## config.mk

```make
export PLATFORM = sky130hd
export DESIGN_NAME = mesm6_iobus
export DESIGN_NICKNAME = d
export VERILOG_FILES = /design/src/rtl/mesm6_iobus_pkg.sv /design/src/rtl/mesm6_iobus_wdog.sv /design/src/rtl/mesm6_iobus.sv
export SDC_FILE = /design/constraint.sdc
export NUM_CORES = 1
export LEC_CHECK = 0
export CORE_AREA = 2 2 246 248
export CTS_BUF_LIST = sky130_fd_sc_hd__clkbuf_8 sky130_fd_sc_hd__clkbuf_16
export CTS_CLUSTER_SIZE = 10
export DETAILED_ROUTE_END_ITERATION = 12
export DIE_AREA = 0 0 248 250
export SYNTH_ARGS = -nofsm -noshare
export SYNTH_HDL_FRONTEND = slang
export SYNTH_SLANG_ARGS = --single-unit
```

## constraint.sdc

```tcl
create_clock -name clk -period 4.5 [get_ports clk]
set_input_delay 0.9 -clock clk [delete_from_list [all_inputs] [get_ports clk]]
set_output_delay 0.9 -clock clk [all_outputs]
set_load 0.01 [all_outputs]
```

## src/rtl/mesm6_iobus_pkg.sv

```systemverilog
// Shared types for the MESM-6 data-bus fabric: transaction FSM states and
// the helper that extracts the slot number from the upper address bits.
package mesm6_iobus_pkg;

    typedef enum logic [1:0] {
        IDLE,
        ACCESS,
        ERR,
        RESP
    } state_t;

    function automatic int unsigned slot_index(input logic [31:0] addr,
                                               input int aw,
                                               input int sb);
        return (addr >> (aw - sb)) & ((32'd1 << sb) - 32'd1);
    endfunction

endpackage

```

## src/rtl/mesm6_iobus_wdog.sv

```systemverilog
// Access watchdog for mesm6_iobus; present only when MESM6_IOBUS_TIMEOUT_EN
// is defined. Counts cycles spent waiting on a slot and flags expiry.
`ifdef MESM6_IOBUS_TIMEOUT_EN
module mesm6_iobus_wdog #(
    parameter int TO_CYCLES = 255
) (
    input  logic clk,
    input  logic reset_n,
    input  logic clr,
    input  logic en,
    output logic expire
);

    logic [15:0] count;

    always_ff @(posedge clk or negedge reset_n) begin
        if (!reset_n) begin
            count <= '0;
        end else if (clr) begin
            count <= '0;
        end else if (en) begin
            count <= count + 16'd1;
        end
    end

    // Fires in the last waiting cycle so the FSM leaves after TO_CYCLES cycles.
    assign expire = en && (count == 16'(TO_CYCLES - 1));

endmodule
`endif

```

## src/rtl/mesm6_iobus.sv

```systemverilog
// Registered data-bus fabric between the MESM-6 core and NSLOT peripheral slots.
// Define MESM6_IOBUS_TIMEOUT_EN to add the access watchdog and timeout error path.
module mesm6_iobus
    import mesm6_iobus_pkg::*;
#(
    parameter int               NSLOT     = 8,
    parameter int               AW        = 15,
    parameter int               DW        = 48,
    parameter int               SB        = $clog2(NSLOT),
    parameter logic [NSLOT-1:0] SLOT_EN   = {NSLOT{1'b1}},
    parameter int               TO_CYCLES = 255
) (
    input  logic                clk,
    input  logic                reset_n,
    input  logic [AW-1:0]       m_addr,
    input  logic                m_rd,
    input  logic                m_wr,
    input  logic [DW-1:0]       m_wdata,
    output logic [DW-1:0]       m_rdata,
    output logic                m_done,
    output logic [AW-1:0]       s_addr,
    output logic [DW-1:0]       s_wdata,
    output logic [NSLOT-1:0]    s_rd,
    output logic [NSLOT-1:0]    s_wr,
    input  logic [NSLOT*DW-1:0] s_rdata,
    input  logic [NSLOT-1:0]    s_done,
    input  logic [NSLOT-1:0]    s_irq,
    input  logic [NSLOT-1:0]    irq_mask,
    output logic [NSLOT-1:0]    irq_vec,
    output logic                berr,
    output logic [AW-1:0]       berr_addr,
    input  logic                berr_clr
);

    state_t           state;
    state_t           next_state;
    logic             req;
    logic [SB-1:0]    req_slot;
    logic             req_populated;
    logic [SB-1:0]    slot_q;
    logic             is_wr;
    logic [NSLOT-1:0] slot_bit;
    logic             slot_done;
    logic [DW-1:0]    slot_word;
    logic             expire;

    assign req           = m_rd | m_wr;
    assign req_slot      = SB'(slot_index(32'(m_addr), AW, SB));
    // Slot numbers beyond NSLOT (non power-of-two NSLOT) count as unpopulated.
    assign req_populated = (int'(req_slot) < NSLOT) && SLOT_EN[req_slot];
    assign slot_bit      = {{(NSLOT-1){1'b0}}, 1'b1} << slot_q;
    assign slot_done     = s_done[slot_q];
    assign slot_word     = s_rdata[slot_q*DW +: DW];

`ifdef MESM6_IOBUS_TIMEOUT_EN
    mesm6_iobus_wdog #(
        .TO_CYCLES (TO_CYCLES)
    ) u_wdog (
        .clk     (clk),
        .reset_n (reset_n),
        .clr     (state != ACCESS),
        .en      (state == ACCESS),
        .expire  (expire)
    );
`else
    // Without the watchdog TO_CYCLES has no effect.
    logic unused_to_cycles;
    assign unused_to_cycles = (TO_CYCLES > 0);
    assign expire           = 1'b0;
`endif

    always_ff @(posedge clk or negedge reset_n) begin
        if (!reset_n) begin
            state <= IDLE;
        end else begin
            state <= next_state;
        end
    end

    always_comb begin
        next_state = state;
        case (state)
            IDLE:    if (req) next_state = req_populated ? ACCESS : ERR;
            ACCESS:  if (slot_done) next_state = RESP;
                     else if (expire) next_state = ERR;
            ERR:     next_state = RESP;
            RESP:    next_state = IDLE;
            default: next_state = IDLE;
        endcase
    end

    always_comb begin
        s_rd   = '0;
        s_wr   = '0;
        m_done = 1'b0;
        case (state)
            ACCESS: begin
                if (is_wr) s_wr = slot_bit;
                else       s_rd = slot_bit;
            end
            RESP:    m_done = 1'b1;
            default: ;
        endcase
    end

    // Request latch and read-data capture; write wins when both are requested.
    always_ff @(posedge clk or negedge reset_n) begin
        if (!reset_n) begin
            s_addr  <= '0;
            s_wdata <= '0;
            slot_q  <= '0;
            is_wr   <= 1'b0;
            m_rdata <= '0;
        end else begin
            if (state == IDLE && req) begin
                s_addr  <= m_addr;
                s_wdata <= m_wdata;
                slot_q  <= req_slot;
                is_wr   <= m_wr;
            end
            if (state == ACCESS && slot_done) begin
                m_rdata <= is_wr ? '0 : slot_word;
            end else if (state == ERR) begin
                m_rdata <= '0;
            end
        end
    end

    // Only the first error is recorded; a clear beats a same-cycle error.
    always_ff @(posedge clk or negedge reset_n) begin
        if (!reset_n) begin
            berr      <= 1'b0;
            berr_addr <= '0;
        end else if (berr_clr) begin
            berr      <= 1'b0;
            berr_addr <= '0;
        end else if (state == ERR && !berr) begin
            berr      <= 1'b1;
            berr_addr <= s_addr;
        end
    end

    always_ff @(posedge clk or negedge reset_n) begin
        if (!reset_n) begin
            irq_vec <= '0;
        end else begin
            irq_vec <= s_irq & irq_mask;
        end
    end

endmodule

```

== After elaboration in Yosys (flattened, before gate mapping) ==
Memories as Yosys holds them, arrays and structs flattened.
Index checks and enable logic that the tools add are counted.
Widths: inputs -> output; s select.

* Bits in registers: 141
* Bits in read-only memories: 8
* Bits of input ports: 476
* Output and inout bits: 152
* Memories kept: 1

* Multipliers: 1
* Order comparisons: 2
* Eq/ne operators: 5
* Shift operators: 2
* Multiplexer cells: 19
* Bitwise logic cells: 2
* Reduce and logical (&&, ||, !) cells: 8

{| class="wikitable"
|+ Memories
! name !! words !! bits a word !! read ports !! clocked after Yosys merged registers in !! write ports !! line !! RTL
|-
| (no name shown) || 8 || 1 || 1 || 0 || 0 || mesm6_iobus.sv:50 || <nowiki>assign req_populated = (int'(req_slot) < NSLOT) && SLOT_EN[req_slot];</nowiki>
|}

{| class="wikitable"
|+ Operator list
! kind !! number
|-
| $shiftx 384x10->48 || 1
|-
| $mux 48 || 3
|-
| $mux 8 || 4
|-
| $mux 15 || 2
|-
| $and 8x8->8 || 1
|-
| $lt 3x4->1 const B || 2
|-
| $pmux 2 s4 || 1
|-
| $shl 1x3->8 const A || 1
|-
| $mux 2 || 3
|-
| $mul 3x2->5 const B || 1
|-
| $mux 1 || 5
|-
| $eq 2x2->1 const B || 2
|-
| $ne 2x2->1 const B || 2
|-
| $reduce_bool 2->1 || 2
|-
| $bmux 1 s3 || 1
|-
| $logic_and 1x1->1 || 3
|-
| $eq 2x1->1 const B || 1
|-
| $logic_not 2->1 || 1
|-
| $reduce_and 2->1 || 1
|-
| $logic_not 1->1 || 1
|-
| $or 1x1->1 || 1
|}

== Logic depth before layout (Yosys ltp) ==
Gate-level depths: netlist of the first run.

* Depth in word-level cells: 5
* Mapped depth: 7
* Mapped depth without buffers: 6

== Worst setup path before layout of the first run ==
Ideal clock, no wire load.

* Path kind: register to output
* Start point: register s_addr[13] (netlist name)
* End point: output port s_wr[2]
* Arrival time: 1442 ps
* Data required time: 3600 ps
* Path slack: 2158 ps
* Cell stages (with the launch flop): 6
* Cells stage by stage: dfrtp_1 buf_6 buf_2 clkbuf_1 nand3_1 nor3_1

{| class="wikitable"
|+ RTL lines
! item !! line !! RTL
|-
| to (decl) || mesm6_iobus.sv:24 || <nowiki>output logic [NSLOT-1:0] s_wr,</nowiki>
|}

== Worst setup path after layout of the first run ==
* Start point: register state[1]
* End point: output port s_rd[2]

* Word-level cells in the longest chain between the ends: 2

{| class="wikitable"
|+ Ends and longest elaborated chain
! item !! line !! RTL
|-
| from (decl) || mesm6_iobus.sv:35 || <nowiki>state_t state;</nowiki>
|-
| from (signal assigned) || mesm6_iobus.sv:76 || <nowiki>state <= next_state;</nowiki>
|-
| $eq 2x1->1 || mesm6_iobus.sv:96 || <nowiki>case (state)</nowiki>
|-
| $mux 8 || mesm6_iobus.sv:96 ||
|-
| to (decl) || mesm6_iobus.sv:23 || <nowiki>output logic [NSLOT-1:0] s_rd,</nowiki>
|}

No other way between the ends.

==> results of run 1 <==
## path summary, 6_finish.rpt
check,startpoint,endpoint,slack (ps),cells past startpoint
worst min-delay path,reset_n,m_rdata[44]$_DFFE_PN0P_,390,1
worst min register to register,m_rdata[34]$_DFFE_PN0P_,m_rdata[34]$_DFFE_PN0P_,490,1
max in group asynchronous,reset_n,s_addr[13]$_DFFE_PN0P_,3260,2
worst max-delay path,state[1]$_DFFE_PN0P_,s_rd[2],760,6
worst max register to register,s_addr[12]$_DFFE_PN0P_,m_rdata[18]$_DFFE_PN0P_,1190,5
min in group clk,m_rdata[34]$_DFFE_PN0P_,m_rdata[34]$_DFFE_PN0P_,490,1
## cells in the mapped netlist, types with 5 or more instances
master       n  area share (%)
mux2i_1     49             5.9
clkbuf_1    14            0.64
nand2b_1     6            0.46
ha_1         5            0.76
mux4_2      96              26
mux2_1      31             4.2
nor2_1      15            0.68
buf_4        5            0.46
nand2_1     38             1.7
buf_2       20             1.2
o2bb2ai_2   20             3.6
dfrtp_1    138              42
o2bb2ai_1   28             3.0
buf_1        7            0.32
and2_1       8            0.61
a21oi_1     15            0.91
mux2_2      34             4.6
## routing by layer
layer  vias to the layer above  GRT usage [%]  share of wire [%]
met2                       417           23.1                 49
met4                         6           5.06                1.7
met3                        43           4.95                9.2
li1                       3416              -                  -
met1                      3870           15.3                 40
met5                         -              0              0.094
## power by group through the flow
stage / Clock [mW] / Sequential, mW / Combinational, mW
2_1_floorplan: 0 / 2.15 / 2.73
3_3_place_gp: 0 / 2.27 / 4.68
3_5_place_dp: 0 / 2.29 / 4.72
4_1_cts: 1.52 / 2.28 / 4.74
5_1_grt: 1.56 / 2.35 / 4.97
6_report: 1.46 / 2.26 / 4.65
## cell type report
class / count / area, µm²
Antenna cell: 4 / 10.0
Tap cell: 782 / 978
Inverter: 2 / 7.51
Timing Repair Buffer: 635 / 6370
Clock inverter: 14 / 138
Sequential cell: 138 / 3460
Multi-Input combinational cell: 366 / 4550
Clock buffer: 18 / 439
Fill cell: 6102 / 43600
## critical path, cell delays in order, from the launching register on
cell,delay (ps)
dfrtp_1,450
inv_1,120
ha_1,380
nor2b_1,450
nand2_1,190
nor3_1,200
clkdlybuf4s50_1,580
## per-stage QoR
step	setup WS (ps)	cell area (µm²)	power, mW	hold WS (ps)
after global routing	528	16000	8.88	412
final	764	16000	8.36	390
after detailed placement	1100	15400	7.01	473
after global placement	1270	15400	6.95	472
after floorplan	2160	8250	4.87	491
after CTS	695	16000	8.55	381
## logic make-up (layout without fill, tap and decap cells)
logic type               count (synthesis)  in the layout  synth area share (%)
AO/OA/AOI/OAI                           71             71                  8.49
adder cells (fa/ha/maj)                  5              5                 0.758
buffers and inverters                   52            669                  3.26
flip-flops                             138            138                  41.9
multiplexers                           211            211                  41.2
other                                    0              4                     0
AND/OR/NAND/NOR                         79             79                  4.41
## state kept, by name, indices dropped and copies added (netlist names)
register and cells:
m_rdata 48, berr 1, state 2, s_wdata 48, berr_addr 15, s_addr 15, irq_vec 8, is_wr 1
==> impl_metrics.tcl, run 1 <==
set metrics [dict create \
    fmax_ghz 0.268 \
    required_ps 3600 \
    drt_pass1_iterations 5 \
    slew_viol_final 0 \
    postCtsHoldBufs 0 \
    cts_sinks 138 \
    internal_power_mw 5.15 \
    routed_wl_um 43500 \
    ant_nets 0 \
    clock_path_buffers 2 \
    drt_iter0_markers 223 \
    fin_util_pct 26.8 \
    htree_levels 4 \
    netlist_instances 556 \
    grt_pass1_wl_um 59500 \
    numCtsBuffers 17 \
    timing.final.crit_period_ps 3740 \
    drive_gt1_share_pct 17.0 \
    vias 7752 \
    slew_headroom_pct 39.8 \
    grt_max_degree 72 \
    syn-cell-area_um2 8250 \
    worstMarginPinSlew_ps 902 \
    status "finished, final reports clean" \
    gp_congestion 0.820 \
    most-common-layout-cells "clkdlybuf4s50_1, dfrtp_1, mux4_2, mux2i_1, nand2_1" \
    path_class "reg -> out" \
    critPathCaptureType "output pin" \
    synth_warnings 0 \
    path_clk_slew_ps 70 \
    synth_area_per_cell_um2 14.8 \
    synthFlopType "dfrtp_1" \
    hold_violations 0 \
    critPathMaxFanout 8 \
    cts_resized 0 \
    rsz0062_at_grt "no" \
    start_util_pct 13.8 \
    crit_arrival_ps 2840 \
    hp-class "in -> async" \
    p_sw_share_pct 38.5 \
    port_buffers 627 \
    synth_seq_cells 138 \
    ioPinCount 628 \
    cts_setup_buffers 0 \
    skew_ps 16.5 \
    dpl.hpwl_um 35000 \
    pwr-share-seq_pct 27.0 \
    drcViolationCount 0 \
    synth_cell_types 33 \
    grt_antenna_before_repair 14 \
    grt_overflow 0 \
    instances_no_fill 1959 \
    p_sw_mw 3.22 \
    combPwrFrac_pct 55.6 \
    nets 1641 \
    async_reset_ff_share_pct 100 \
    place_inst 1923 \
    root_buffer "clkbuf_16" \
    clock_latency_ps 470 \
    layout_commonest_cell "clkdlybuf4s50_1" \
    setup_viol 0 \
    grt_pass1_vias 8648 \
    die_h_um 250 \
    row_count 90 \
    post_drt_wl_per_cell_um 22.2 \
    p_per_area_nw_per_um2 524 \
    core_region_area_um2 59600 \
    grtUsageTotal_pct 13.6 \
    area_delta_synth_final_pct 93.5 \
    cts_tree "built" \
    seq_area_frac_synth_pct 41.9 \
    synth_edf_count 0 \
    cp-start-kind "flop" \
    p_leak_nw 5.98 \
    fin_tns_setup_ps 0 \
    drt-vias-per-instance 3.96 \
    syn-num-nets 1037 \
    maxCapViolCount 0 \
    fp.dieW_um 248 \
    die_area_um2 62000 \
    clkPwrFrac_pct 17.4 \
    vdd_drop_max_v 0.000351 \
    finalCritPeriodShare_pct 83.0 \
]
Note: power is estimated with default switching activity, not from simulation.
==> run 2: changes to the inputs <==
==> constraint.sdc (replaced) <==
create_clock -name clk -period 3.7 [get_ports clk]
set_input_delay 0.74 -clock clk [delete_from_list [all_inputs] [get_ports clk]]
set_output_delay 0.74 -clock clk [all_outputs]
set_load 0.01 [all_outputs]
==> impl_metrics.tcl, run 2 (same netlist as run 1, synthesis figures left out) <==
set metrics [dict create \
    hold_violations 0 \
    vdd_drop_max_v 0.000434 \
    p_per_area_nw_per_um2 637 \
    grt_pass1_wl_um 59500 \
    cts_sinks 138 \
    slew_headroom_pct 41.7 \
    port_buffers 627 \
    grt_antenna_before_repair 17 \
    fin_tns_setup_ps 0 \
    critPathCaptureType "output pin" \
    die_h_um 250 \
    gp_congestion 0.808 \
    fmax_ghz 0.295 \
    path_clk_slew_ps 60 \
    clock_latency_ps 480 \
    p_sw_share_pct 38.4 \
    crit_arrival_ps 2650 \
    clock_path_buffers 2 \
    cts_tree "built" \
    finalCritPeriodShare_pct 91.7 \
    timing.final.crit_period_ps 3390 \
    skew_ps 10.0 \
    post_drt_wl_per_cell_um 22.1 \
    dpl.hpwl_um 35500 \
    worstMarginPinSlew_ps 875 \
    hp-class "in -> async" \
    drive_gt1_share_pct 18.0 \
    cts_resized 0 \
    drt_iter0_markers 217 \
    critPathLaunch "state[1]$_DFFE_PN0P_" \
    most-common-layout-cells "clkdlybuf4s50_1, dfrtp_1, mux4_2, mux2i_1, nand2_1" \
    finalHoldWorstSlack_ps 295 \
    path_class "reg -> out" \
    cts_setup_buffers 0 \
    status "finished, final reports clean" \
    fp.dieW_um 248 \
    p_leak_nw 6.04 \
    ant_nets 0 \
    htree_levels 4 \
    clkPwrFrac_pct 17.2 \
    required_ps 2960 \
    vias 7860 \
    cp-start-kind "flop" \
    grt_pass1_vias 8424 \
    grt_max_degree 80 \
    die_area_um2 62000 \
    grtUsageTotal_pct 13.7 \
    postCtsHoldBufs 0 \
    grt_overflow 0 \
    p_sw_mw 3.93 \
    drt-vias-per-instance 3.98 \
    slew_viol_final 0 \
    combPwrFrac_pct 57.8 \
    top_regs "m_rdata x48, s_wdata x48" \
    fin_util_pct 27.0 \
    start_util_pct 13.8 \
    core_region_area_um2 59600 \
    setup_viol 0 \
    rsz0062_at_grt "no" \
    maxCapViolCount 0 \
    r2r_start "s_addr[13]$_DFFE_PN0P_" \
    critPathMaxFanout 8 \
    nFillCells 6116 \
    drcViolationCount 0 \
    root_buffer "clkbuf_16" \
    layout_commonest_cell "clkdlybuf4s50_1" \
    numCtsBuffers 17 \
    area_delta_synth_final_pct 94.8 \
    ioPinCount 628 \
    routed_wl_um 43700 \
    pwr-share-seq_pct 25.1 \
    nets 1655 \
    internal_power_mw 6.30 \
    row_count 90 \
    drt_pass1_iterations 4 \
]
-- run 2: power by group through the flow --
stage	Combinational (mW)	Clock [mW]	Sequential (mW)
global route	6.33	1.91	2.65
global placement	5.94	0	2.58
detailed placement	6.01	0	2.59
CTS	6.04	1.85	2.58
floorplan	3.32	0	2.61
finish	5.91	1.76	2.56
-- run 2: cell type report --
cell class | instances | area, µm² | area share (%)
Timing Repair Buffer | 649 | 6480 | 40.3
Multi-Input combinational cell | 366 | 4550 | 28.3
Sequential cell | 138 | 3460 | 21.6
Tap cell | 782 | 978 | 6.09
Clock buffer | 17 | 425 | 2.65
Clock inverter | 15 | 139 | 0.864
Antenna cell | 7 | 17.5 | 0.109
Inverter | 2 | 7.51 | 0.0467
-- run 2: worst max-delay path: stages (launching register included) --
cell             delay (ps)
dfrtp_1                 440
inv_1                   110
ha_1                    360
nor2b_2                 370
nand2_1                 160
nor3_1                  180
clkdlybuf4s50_1         560
-- run 2: through the flow --
stage          std cells  cell area, µm²  setup WS (ps)  total power, mW
2_1_floorplan        556            8250           1520             5.93
3_5_place_dp        1937           15500            662             8.60
4_1_cts             1969           16000           96.4             10.5
3_3_place_gp        1937           15500            708             8.52
6_report            1976           16100            306             10.2
5_1_grt             1970           16100           56.3             10.9
-- run 2: final timing paths --
kind,end,slack [ps],depth (start not counted)
max,s_rd[2],310,6
min,m_rdata[1]$_DFFE_PN0P_,300,1
max reg2reg,m_rdata[3]$_DFFE_PN0P_,860,5
min reg2reg,s_wdata[16]$_DFFE_PN0P_,490,1
max in group asynchronous,s_addr[5]$_DFFE_PN0P_,2580,2
min in group clk,s_wdata[16]$_DFFE_PN0P_,490,1
-- run 2: layer usage --
metal | GRT usage (%) | part of all wire (%)
met1 | 15.8 | 38
met2 | 23.2 | 48
met3 | 4.87 | 10
met4 | 5.12 | 2.5
met5 | 0 | 0.12
==> run 3: changes to the inputs <==
--- a/config.mk
+++ b/config.mk
@@ -5,6 +5,7 @@
 export SDC_FILE = /design/constraint.sdc
 export NUM_CORES = 1
 export LEC_CHECK = 0
+export ABC_AREA = 1
 export CORE_AREA = 2 2 246 248
 export CTS_BUF_LIST = sky130_fd_sc_hd__clkbuf_8 sky130_fd_sc_hd__clkbuf_16
 export CTS_CLUSTER_SIZE = 10
==> impl_metrics.tcl, run 3 <==
set metrics [dict create \
    synth_area_per_cell_um2 6.37 \
    syn-cell-area_um2 8740 \
    synth_warnings 0 \
    synth_compound_area_share_pct 5.14 \
    reg2reg_slack_ps 860 \
    synth_seq_cells 138 \
    cp-start-kind "flop" \
    status "finished, final reports clean" \
    maxCapViolCount 0 \
    fin_tns_setup_ps 0 \
    combPwrFrac_pct 61.2 \
    cts_tree "built" \
    synthAdderAreaFrac_pct 0.716 \
    synthMuxAreaShare_pct 0 \
    drive_gt1_share_pct 3.71 \
    gp_congestion 0.867 \
    synth_top_area_share_pct 39.5 \
    port_buffers 627 \
    synthSimpleGateAreaFrac_pct 46.1 \
    pwr-share-seq_pct 23.2 \
    synth_area_leaders "dfrtp_1, nand2_1, nor2_1" \
    top_regs "m_rdata x48, s_wdata x48" \
    p_sw_share_pct 48.4 \
    required_ps 2960 \
    r2r_start "s_addr[12]$_DFFE_PN0P_" \
    drt_iter0_markers 570 \
    grt_pass1_wl_um 70600 \
    cts_setup_buffers 0 \
    syn-num-nets 1853 \
    vdd_drop_max_v 0.000503 \
    place_ws_ps 786 \
    grtUsageTotal_pct 15.5 \
    htree_levels 4 \
    setup_viol 0 \
    async_reset_ff_share_pct 100 \
    postCtsHoldBufs 0 \
    clkPwrFrac_pct 15.6 \
    fp.dieW_um 248 \
    rsz0062_at_grt "no" \
    slew_headroom_pct 47.4 \
    cts_resized 0 \
    fmax_ghz 0.295 \
    synthFlopType "dfrtp_1" \
    vias 11000 \
    path_class "reg -> out" \
    clock_path_buffers 2 \
    drcViolationCount 0 \
    start_util_pct 14.7 \
    root_buffer "clkbuf_16" \
    drt-vias-per-instance 4.01 \
    crit_arrival_ps 2650 \
    critPathCaptureType "output pin" \
    drt_pass1_iterations 5 \
    grt_overflow 0 \
    worstMarginPinSlew_ps 789 \
    synth_xor_area_share_pct 0 \
    seq_area_frac_synth_pct 39.5 \
    reg2regPathDepth 9 \
    grt_pass1_vias 11200 \
    path_clk_slew_ps 80 \
    most-common-layout-cells "nand2_1, clkdlybuf4s50_1, dfrtp_1, nor2_1, nand3_1" \
    fin_ws_ps 312 \
    ant_nets 0 \
    synth_edf_count 0 \
    dpl.hpwl_um 37400 \
    synth_top_family_by_area "simple AND/OR/NAND/NOR gates" \
    core_region_area_um2 59600 \
    post_drt_wl_per_cell_um 17.9 \
    critPathMaxFanout 16 \
    synth_commonest_cells "nand2_1, dfrtp_1, nor2_1" \
    ioPinCount 628 \
    area_delta_synth_final_pct 87.2 \
    slew_viol_final 0 \
    skew_ps 15.4 \
    nets 2434 \
    p_leak_nw 7.30 \
    cts_sinks 138 \
    timing.final.crit_period_ps 3390 \
    grt_max_degree 71 \
    synth_top_area_cell "dfrtp_1" \
    layout_commonest_cell "nand2_1" \
    p_per_area_nw_per_um2 718 \
    p_sw_mw 5.69 \
    finalCritPeriodShare_pct 91.6 \
    clock_latency_ps 490 \
    netlist_instances 1372 \
    hp-class "in -> async" \
    grt_antenna_before_repair 2 \
    nFillCells 6580 \
    row_count 90 \
    r2r-end "m_rdata[2]$_DFFE_PN0P_" \
    critPathLaunch "s_addr[13]$_DFFE_PN0P_" \
    die_h_um 250 \
    synth_cell_types 22 \
    synth.most_common_cell "nand2_1" \
    internal_power_mw 6.06 \
    die_area_um2 62000 \
    numCtsBuffers 17 \
    routed_wl_um 49300 \
    hold_violations 0 \
]
[run 3: area by class of cell]
class                   count  area (µm²)  area share, %
diodes                      1        2.50         0.0153
clock buffers              17         425           2.60
clock inverters            15         184           1.12
inverters                  65         244           1.49
multi-input cells        1080        4560           27.9
flip-flops and latches    138        3450           21.1
well taps                 782         978           5.98
repair buffers            651        6510           39.8
[run 3: critical path: stages (launching register included)]
cell,delay (ps)
dfrtp_1,660
inv_2,180
nor2_4,420
nand2_1,140
nor2_1,180
clkdlybuf4s50_1,570
[run 3: power groups by stage]
stage / Clock [mW] / Sequential (mW) / Combinational (mW)
2_1_floorplan: 0 / 2.89 / 3.52
5_1_grt: 1.98 / 2.82 / 8.00
6_report: 1.84 / 2.73 / 7.19
3_3_place_gp: 0 / 2.74 / 7.33
4_1_cts: 1.94 / 2.74 / 7.36
3_5_place_dp: 0 / 2.74 / 7.33
[run 3: worst max path at each step]
stage                     endpoint  depth (start not counted)
after floorplan            s_rd[4]                          6
after global placement     s_wr[2]                          5
after detailed placement   s_wr[2]                          5
after CTS                  s_wr[2]                          5
after global routing       s_wr[5]                          5
final                      s_wr[2]                          5
[run 3: kinds of logic (layout without fill, tap and decap cells)]
group	after synthesis	count (layout)
AO/OA/AOI/OAI	86	86
adder cells (fa/ha/maj)	5	5
buffers and inverters	154	748
flip-flops	138	138
other	0	1
AND/OR/NAND/NOR	989	989
[run 3: layer usage]
| layer | track usage (%) | routed length [µm] |
|---|---|---|
| met4 | 5.20 | 1200 |
| met2 | 26.0 | 23200 |
| met3 | 5.07 | 4170 |
| met5 | 0 | 13 |
| met1 | 18.3 | 20700 |
[run 3: metrics by stage]
step | std cells | cell area (µm²) | hold WS, ps | utilization (%) | power, mW
global route | 2749 | 16400 | 263 | 27.5 | 12.8
CTS | 2748 | 16400 | 220 | 27.5 | 12.0
global placement | 2716 | 15700 | 460 | 26.4 | 10.1
finish | 2749 | 16400 | 251 | 27.5 | 11.8
detailed placement | 2716 | 15700 | 464 | 26.4 | 10.1
floorplan | 1372 | 8740 | 444 | - | 6.41
